`config.mk`:
```
export PLATFORM = sky130hd
export DESIGN_NAME = alarm_set_counter
export DESIGN_NICKNAME = d
export VERILOG_FILES = /design/src/rtl/alarm_pkg.sv /design/src/rtl/alarm_btn_repeat.sv /design/src/rtl/alarm_set_counter.sv
export SDC_FILE = /design/constraint.sdc
export NUM_CORES = 1
export LEC_CHECK = 0
export ABC_AREA = 1
export CELL_PAD_IN_SITES_DETAIL_PLACEMENT = 1
export CELL_PAD_IN_SITES_GLOBAL_PLACEMENT = 1
export CORE_MARGIN = 8
export CORE_UTILIZATION = 43
export CTS_CLUSTER_DIAMETER = 80
export DETAILED_ROUTE_END_ITERATION = 12
export GPL_ROUTABILITY_DRIVEN = 0
export PLACE_DENSITY_LB_ADDON = 0.25
export SKIP_LAST_GASP = 1
export SLEW_MARGIN = 20
export SYNTH_ARGS = -nofsm -noshare
export SYNTH_HDL_FRONTEND = slang
export SYNTH_SLANG_ARGS = --single-unit
export TNS_END_PERCENT = 30
```
`constraint.sdc`:
```
create_clock -name clk -period 1.9 [get_ports clk]
set_input_delay 0.475 -clock clk [delete_from_list [all_inputs] [get_ports clk]]
set_output_delay 0.475 -clock clk [all_outputs]
set_load 0.005 [all_outputs]
```
`src/rtl/alarm_pkg.sv`:
```
// Shared types, field limits and BCD step helper for the alarm-time setter.
package alarm_pkg;

  typedef logic [3:0] bcd_digit_t;
  typedef logic [7:0] bcd_field_t;  // {msb, lsb}

  // 24-bit time bus layout: {hMSB, hLSB, mMSB, mLSB, sMSB, sLSB}
  typedef struct packed {
    bcd_digit_t hour_msb;
    bcd_digit_t hour_lsb;
    bcd_digit_t min_msb;
    bcd_digit_t min_lsb;
    bcd_digit_t sec_msb;
    bcd_digit_t sec_lsb;
  } time_bcd_t;

  localparam bcd_field_t FieldZero   = 8'h00;
  localparam bcd_field_t SecMax      = 8'h59;
  localparam bcd_field_t MinMax      = 8'h59;
  localparam bcd_field_t Hour24Max   = 8'h23;
  localparam bcd_field_t Hour12Max   = 8'h12;
  localparam bcd_field_t Hour12Min   = 8'h01;
  localparam bcd_field_t Hour12PreNn = 8'h11;

  // One wrap-around BCD step within [lo, hi]; simultaneous up and down cancel.
  function automatic bcd_field_t bcd_step(input bcd_field_t v, input logic up, input logic dn,
                                          input bcd_field_t lo, input bcd_field_t hi);
    bcd_field_t r;
    r = v;
    if (up && !dn) begin
      if (v == hi)                r = lo;
      else if (v[3:0] == 4'd9)    r = {v[7:4] + 4'd1, 4'd0};
      else                        r = {v[7:4], v[3:0] + 4'd1};
    end else if (dn && !up) begin
      if (v == lo)                r = hi;
      else if (v[3:0] == 4'd0)    r = {v[7:4] - 4'd1, 4'd9};
      else                        r = {v[7:4], v[3:0] - 4'd1};
    end
    return r;
  endfunction

endpackage

```
`src/rtl/alarm_btn_repeat.sv`:
```
// Button edge detect with hold-to-repeat: step on press, after REPEAT_DLY cycles, then
// every REPEAT_PER cycles while held.
module alarm_btn_repeat #(
  parameter int unsigned REPEAT_DLY = 50_000_000,
  parameter int unsigned REPEAT_PER = 10_000_000
) (
  input  logic clk_i,
  input  logic rst_ni,
  input  logic btn_i,
  output logic step_o
);

  localparam int unsigned CntMax = (REPEAT_DLY > REPEAT_PER) ? REPEAT_DLY : REPEAT_PER;
  localparam int unsigned CntW   = $clog2(CntMax);

  logic            held_q;
  logic [CntW-1:0] cnt_q, cnt_d;

  // cnt_q holds the cycles remaining until the next repeat step
  always_comb begin
    cnt_d  = '0;
    step_o = 1'b0;
    if (btn_i) begin
      if (!held_q) begin
        step_o = 1'b1;
        cnt_d  = CntW'(REPEAT_DLY - 1);
      end else if (cnt_q == '0) begin
        step_o = 1'b1;
        cnt_d  = CntW'(REPEAT_PER - 1);
      end else begin
        cnt_d = cnt_q - CntW'(1);
      end
    end
  end

  always_ff @(posedge clk_i or negedge rst_ni) begin
    if (!rst_ni) begin
      held_q <= 1'b0;
      cnt_q  <= '0;
    end else begin
      held_q <= btn_i;
      cnt_q  <= cnt_d;
    end
  end

endmodule

```
`src/rtl/alarm_set_counter.sv`:
```
// Alarm-time setter with auto-repeat buttons and a one-cycle match pulse.
// Define ALARM_DEC_EN to add the dn_* decrement buttons.
module alarm_set_counter
  import alarm_pkg::*;
#(
  parameter bit          H24        = 1'b1,
  parameter int unsigned REPEAT_DLY = 50_000_000,
  parameter int unsigned REPEAT_PER = 10_000_000
) (
  input  logic        clk,
  input  logic        reset,
  input  logic        up_sec,
  input  logic        up_min,
  input  logic        up_hour,
`ifdef ALARM_DEC_EN
  input  logic        dn_sec,
  input  logic        dn_min,
  input  logic        dn_hour,
`endif
  input  logic        arm,
  input  logic [23:0] cur_time,
  input  logic        cur_pm,
  output logic [3:0]  outsecMSB,
  output logic [3:0]  outsecLSB,
  output logic [3:0]  outminMSB,
  output logic [3:0]  outminLSB,
  output logic [3:0]  outhourMSB,
  output logic [3:0]  outhourLSB,
  output logic        pm,
  output logic        alarm_match
);

  localparam bcd_field_t HourLo  = H24 ? FieldZero : Hour12Min;
  localparam bcd_field_t HourHi  = H24 ? Hour24Max : Hour12Max;
  localparam bcd_field_t HourRst = H24 ? FieldZero : Hour12Max;

  logic up_sec_step, up_min_step, up_hour_step;
  logic dn_sec_step, dn_min_step, dn_hour_step;

  alarm_btn_repeat #(.REPEAT_DLY(REPEAT_DLY), .REPEAT_PER(REPEAT_PER)) u_up_sec (
    .clk_i(clk), .rst_ni(reset), .btn_i(up_sec), .step_o(up_sec_step)
  );
  alarm_btn_repeat #(.REPEAT_DLY(REPEAT_DLY), .REPEAT_PER(REPEAT_PER)) u_up_min (
    .clk_i(clk), .rst_ni(reset), .btn_i(up_min), .step_o(up_min_step)
  );
  alarm_btn_repeat #(.REPEAT_DLY(REPEAT_DLY), .REPEAT_PER(REPEAT_PER)) u_up_hour (
    .clk_i(clk), .rst_ni(reset), .btn_i(up_hour), .step_o(up_hour_step)
  );

`ifdef ALARM_DEC_EN
  alarm_btn_repeat #(.REPEAT_DLY(REPEAT_DLY), .REPEAT_PER(REPEAT_PER)) u_dn_sec (
    .clk_i(clk), .rst_ni(reset), .btn_i(dn_sec), .step_o(dn_sec_step)
  );
  alarm_btn_repeat #(.REPEAT_DLY(REPEAT_DLY), .REPEAT_PER(REPEAT_PER)) u_dn_min (
    .clk_i(clk), .rst_ni(reset), .btn_i(dn_min), .step_o(dn_min_step)
  );
  alarm_btn_repeat #(.REPEAT_DLY(REPEAT_DLY), .REPEAT_PER(REPEAT_PER)) u_dn_hour (
    .clk_i(clk), .rst_ni(reset), .btn_i(dn_hour), .step_o(dn_hour_step)
  );
`else
  assign dn_sec_step  = 1'b0;
  assign dn_min_step  = 1'b0;
  assign dn_hour_step = 1'b0;
`endif

  bcd_field_t sec_q, sec_d, min_q, min_d, hour_q, hour_d;
  logic       pm_q, pm_d, eq_q, eq_d, match_q, match_d;
  time_bcd_t  alarm_time;

  assign alarm_time = {hour_q, min_q, sec_q};

  always_comb begin
    sec_d  = bcd_step(sec_q, up_sec_step, dn_sec_step, FieldZero, SecMax);
    min_d  = bcd_step(min_q, up_min_step, dn_min_step, FieldZero, MinMax);
    hour_d = bcd_step(hour_q, up_hour_step, dn_hour_step, HourLo, HourHi);
    pm_d   = 1'b0;
    if (!H24) begin
      // Meridiem flips only when crossing the 11/12 boundary, in either direction
      pm_d = pm_q ^ ((up_hour_step && !dn_hour_step && hour_q == Hour12PreNn) ||
                     (dn_hour_step && !up_hour_step && hour_q == Hour12Max));
    end
    eq_d    = arm && (alarm_time == cur_time) && (H24 || (pm_q == cur_pm));
    match_d = eq_d && !eq_q;
  end

  always_ff @(posedge clk or negedge reset) begin
    if (!reset) begin
      sec_q   <= FieldZero;
      min_q   <= FieldZero;
      hour_q  <= HourRst;
      pm_q    <= 1'b0;
      eq_q    <= 1'b0;
      match_q <= 1'b0;
    end else begin
      sec_q   <= sec_d;
      min_q   <= min_d;
      hour_q  <= hour_d;
      pm_q    <= pm_d;
      eq_q    <= eq_d;
      match_q <= match_d;
    end
  end

  assign outsecMSB   = alarm_time.sec_msb;
  assign outsecLSB   = alarm_time.sec_lsb;
  assign outminMSB   = alarm_time.min_msb;
  assign outminLSB   = alarm_time.min_lsb;
  assign outhourMSB  = alarm_time.hour_msb;
  assign outhourLSB  = alarm_time.hour_lsb;
  assign pm          = pm_q;
  assign alarm_match = match_q;

endmodule

```
==> results.cfg, run 1 <==
[status]
status = finished, final reports clean

[final_layout]
antenna-diode-count = 0
layout_commonest_cell = nand2_1
drive_gt1_share_pct = 9.749
finalCoreUtilization_pct = 51.84
area_growth_pct = 17.67
final_cell_mix = 200 x nand2_1, 146 x nor2_1, 110 x inv_1, 101 x dfrtp_1, 77 x nand3_1
nets = 1037

[grt]
grt_pass1_wl_um = 32630
grt_pass1_vias = 6580
grt_max_degree = 108
antenna_found_initial = 0
grt_usage_pct = 20.16
gr-total-overflow = 0

[worst_setup_path]
startpoint_type = flip-flop
reg2reg_depth = 11
rrSetupSlack_ps = 110
end_kind = output pin
cp_data_arrival_time_ps = 1400
crit_chain = clkdlybuf4s50_1
critPathKind = flip-flop to output pin
critPathBufInv = 1
setup.worst_path.end = outhourMSB[1]
path_delay_family = buffers and inverters
cp_max_fo = 6
worstReg2RegStart = u_up_sec.cnt_q[0]$_DFF_PN0_
crit_cells = 1
r2r_end = sec_q[0]$_DFFE_PN0P_
startpoint = hour_q[5]$_DFFE_PN0P_
worst_path_max_delay_cell = clkdlybuf4s50_1
crit_required_ps = 1420
max_stage_delay_ps = 560

[drt]
wirelength_um = 18910
drc = 0
viasPerCell = 5.247
drtIter0Drc = 300
ant_nets = 0
dr.pass1.iters = 4
vias = 6207
wl_per_cell_um = 15.99

[power]
vdd_drop_max_v = 0.0005217
finalPower_mw = 6.585
power.density_nw_per_um2 = 835.6
power_leakage_nw = 3.955

[cts]
cts_max_path_buffers = 2
clk_latency_ps = 360
htreeDepth = 3
cts_sinks = 107
root_buffer = clkbuf_16
numCtsBuffers = 9
cts_hold_buf = 0
tritoncts = yes
clkTransAtPathRegs_ps = 70

[timing]
rsz0062_at_grt = yes
skew_ps = 7.713
fmax_ghz = 0.5323
final_max_slew_viol_count = 0
fin_setup_tns_ps = 0
tightest_slew_ps = 613.9
finalHoldViolCount = 0
period_needed_ps = 1879
relSlewSlack_pct = 59.08
setup_viol = 0
post-route-period-util_pct = 98.88

[synthesis]
yosysWarnings = 0
syn_area_sq_um = 6698
yosys.area.top_type = dfrtp_1
yosysTopAreaCellShare_pct = 39.98
synth_cell_types = 40
yosysSeqAreaShare_pct = 39.98
synth.net_count = 964
ys_ff_latch = 107
post_synth.cell_area_avg_sq_um = 7.296
synthCells = 918
synth_area_leaders = dfrtp_1 40%, nand2_1 11%, nor2_1 8.2%

[floorplan]
start_util_pct = 44.06
die_y_um = 140.8
fp.dieW_um = 140.8
core-area_sq_um = 15200
core.rowCount = 45
boundaryPins = 57
die-area_sq_um = 19830

[placement]
port_buffers = 54
dp_hpwl_um = 14350

[job]
cap_violations = 0

[hold_path]
hold_path.class = input port to asynchronous set/reset pin
registers in the layout, summed over array words and instances, names as in the netlist, 8 cells and up:
name and flops:
u_up_hour.cnt_q 26, u_up_min.cnt_q 26, u_up_sec.cnt_q 26, hour_q 8
min_q 8, sec_q 8
logic make-up (layout without fill, tap and decap cells):
logic type               count (synthesis)  count (layout)  synth area share, %
other                                    1               1              0.05599
flip-flops                             107             107                39.98
adder cells (fa/ha/maj)                 15              15                2.802
XOR/XNOR                                46              46                6.015
AND/OR/NAND/NOR                        525             525                35.53
AO/OA/AOI/OAI                           90              90                7.678
buffers and inverters                  134             211                7.939
per-layer routing:
metal | vias up | track usage [%] | wire [um]
met5 | - | 0 | 0
met4 | 0 | 4.921 | 190
met3 | 13 | 4.828 | 618
met2 | 83 | 33.63 | 9259
met1 | 3024 | 25.80 | 8844
li1 | 3087 | - | -
per-stage QoR:
| stage | cell area (sq um) | cells | hold slack [ps] | worst slack [ps] |
|---|---|---|---|---|
| detailed placement | 7590 | 1168 | 406.9 | 20.93 |
| finish | 7881 | 1183 | 148.0 | 21.26 |
| global placement | 7590 | 1168 | 393.8 | 113.5 |
| global route | 7881 | 1183 | 206.7 | -29.02 |
| CTS | 7868 | 1183 | 221.1 | -45.32 |
| floorplan | 6698 | 918 | 179.4 | 377.8 |
report_power, final:
part | total (mW) | internal, mW | switching, mW
clock network | 1.86 | 1.01 | 0.843
logic | 1.89 | 0.854 | 1.03
registers | 2.84 | 2.51 | 0.327
synthesized netlist by cell type, drive strengths merged:
cell    number
xor2        32
nor2       160
or2         13
clkbuf       9
inv        115
a21oi       30
o221ai       1
nand2      211
ha          15
and3         1
nor3b        1
a31oi        2
nor3        18
nand3b       6
a21o         2
xnor2       14
buf          7
and2         1
nand3       79
o21bai       8
dfrtp      107
clkinv       3
o22ai        2
nand4       35
o21ai       45
conb         1
final cells by class:
cell class | instances | area [sq um]
Fill cell | 1950 | 7321
Inverter | 118 | 445.4
Timing Repair Buffer | 78 | 743.2
Clock buffer | 12 | 236.5
Tap cell | 188 | 235.2
Clock inverter | 3 | 40.04
Sequential cell | 107 | 2685
Multi-Input combinational cell | 677 | 3496
how the worst min path moves through the flow:
| stage | from | to | slack, ps | depth (start not counted) |
|---|---|---|---|---|
| 3_3_place_gp | eq_q$_DFF_PN0_ | alarm_match$_DFF_PN0_ | 390 | 1 |
| 5_1_grt | reset | u_up_sec.cnt_q[24]$_DFF_PN0_ | 210 | 2 |
| 4_1_cts | reset | u_up_sec.cnt_q[25]$_DFF_PN0_ | 220 | 2 |
| 6_report | reset | u_up_sec.cnt_q[16]$_DFF_PN0_ | 150 | 2 |
| 2_1_floorplan | reset | alarm_match$_DFF_PN0_ | 180 | 0 |
| 3_5_place_dp | eq_q$_DFF_PN0_ | alarm_match$_DFF_PN0_ | 410 | 1 |
timing repair:
| action | 4_1_cts | 5_1_grt |
|---|---|---|
| buffers inserted | 0 | 0 |
| endpoints found under the setup margin | 5 | 28 |
| resized for setup | 1 | 7 |
| pin swaps | 0 | 1 |
(Power assumes the default switching activity.)
==> run 2: changes to the inputs <==
- SKIP_CTS_REPAIR_TIMING: unset -> 1
==> results.cfg, run 2 (synthesis gave the netlist of run 1 again) <==
[timing]
final_max_slew_viol_count = 0
post-route-period-util_pct = 98.88
fmax_ghz = 0.5323
setup_viol = 0
skew_ps = 7.658
rsz0062_at_grt = yes
relSlewSlack_pct = 59.07
fin_ws_ps = 21.24
period_needed_ps = 1879
tightest_slew_ps = 613.9
finalHoldViolCount = 0

[floorplan]
boundaryPins = 57
core.rowCount = 45
fp.dieW_um = 140.8
start_util_pct = 44.06
die-area_sq_um = 19830
core-area_sq_um = 15200
die_y_um = 140.8

[worst_setup_path]
end_kind = output pin
crit_required_ps = 1420
critPathBufInv = 1
max_stage_delay_ps = 560
startpoint_type = flip-flop
cp_data_arrival_time_ps = 1400
cp_max_fo = 6
crit_chain = clkdlybuf4s50_1
critPathKind = flip-flop to output pin
worst_path_max_delay_cell = clkdlybuf4s50_1
path_delay_family = buffers and inverters

[drt]
dr.pass1.iters = 4
wl_per_cell_um = 15.98
wirelength_um = 18910
drtIter0Drc = 297
vias = 6207
ant_nets = 0
drc = 0
viasPerCell = 5.247

[cts]
cts_sinks = 107
htreeDepth = 3
numCtsBuffers = 9
clkTransAtPathRegs_ps = 70
cts_max_path_buffers = 2
root_buffer = clkbuf_16
tritoncts = yes
clk_latency_ps = 360

[grt]
grt_pass1_wl_um = 32640
grt_usage_pct = 20.17
gr-total-overflow = 0
antenna_found_initial = 0
grt_pass1_vias = 6582
grt_max_degree = 108

[power]
sequentialPowerShare_pct = 43.1
switchingPower_mw = 2.203
power_leakage_nw = 3.955
intPower_mw = 4.383
p_sw_share_pct = 33.45
finalPower_mw = 6.586
vdd_drop_max_v = 0.0005218
power.density_nw_per_um2 = 835.6
p_comb_share_pct = 28.7
clkPwrFrac_pct = 28.2

[final_layout]
antenna-diode-count = 0
nets = 1037
drive_gt1_share_pct = 9.749
area_growth_pct = 17.67
layout_commonest_cell = nand2_1
largest_registers = u_up_hour.cnt_q x26, u_up_min.cnt_q x26, u_up_sec.cnt_q x26
finalCoreUtilization_pct = 51.84
final_cell_mix = 200 x nand2_1, 146 x nor2_1, 110 x inv_1, 101 x dfrtp_1, 77 x nand3_1

[placement]
preCtsSetupSlack_ps = 20.93
port_buffers = 54
dp_hpwl_um = 14350

[hold_path]
hold_path.class = input port to asynchronous set/reset pin

[status]
status = finished, final reports clean

[job]
cap_violations = 0
-- run 2: stage by stage --
step / cell area (sq um) / cells / TNS [ps] / hold WS [ps]
floorplan: 6698 / 918 / 0 / 179.4
global placement: 7590 / 1168 / 0 / 393.8
detailed placement: 7590 / 1168 / 0 / 406.9
CTS: 7866 / 1183 / -229.0 / 221.1
global route: 7881 / 1183 / -158.9 / 206.7
finish: 7881 / 1183 / 0 / 148.1
-- run 2: cell type report --
type / count / area [sq um]
Clock buffer: 12 / 236.5
Tap cell: 188 / 235.2
Multi-Input combinational cell: 677 / 3496
Clock inverter: 3 / 40.04
Timing Repair Buffer: 78 / 743.2
Fill cell: 1950 / 7321
Sequential cell: 107 / 2685
Inverter: 118 / 445.4
-- run 2: path summary, 6_finish.rpt --
kind / startpoint / to / slack (ps) / depth (start not counted)
worst max register to register: u_up_sec.cnt_q[0]$_DFF_PN0_ / sec_q[0]$_DFFE_PN0P_ / 110 / 11
worst min register to register: eq_q$_DFF_PN0_ / alarm_match$_DFF_PN0_ / 420 / 1
worst max-delay path: hour_q[5]$_DFFE_PN0P_ / outhourMSB[1] / 20 / 1
max in group asynchronous: reset / min_q[0]$_DFFE_PN0P_ / 1240 / 2
min in group clk: eq_q$_DFF_PN0_ / alarm_match$_DFF_PN0_ / 420 / 1
worst min-delay path: reset / u_up_sec.cnt_q[16]$_DFF_PN0_ / 150 / 2
-- run 2: power groups by stage --
stage	clock [mW]	sequential, mW	combinational [mW]
floorplan	0	2.81	1.13
global placement	0	2.86	1.84
detailed placement	0	2.86	1.90
CTS	1.92	2.83	1.92
global route	1.99	2.88	2.15
finish	1.86	2.84	1.89
-- run 2: layer usage --
metal / global-route usage, % / share of wire [%]
met1: 25.82 / 47
met2: 33.63 / 49
met3: 4.828 / 3.5
met4: 4.921 / 1.1
met5: 0 / 0
==> run 3: changes to the inputs <==
- CAP_MARGIN: unset -> 20
==> results of run 3 <==
Final layout, timing and power as in run 2 (identical DEF).
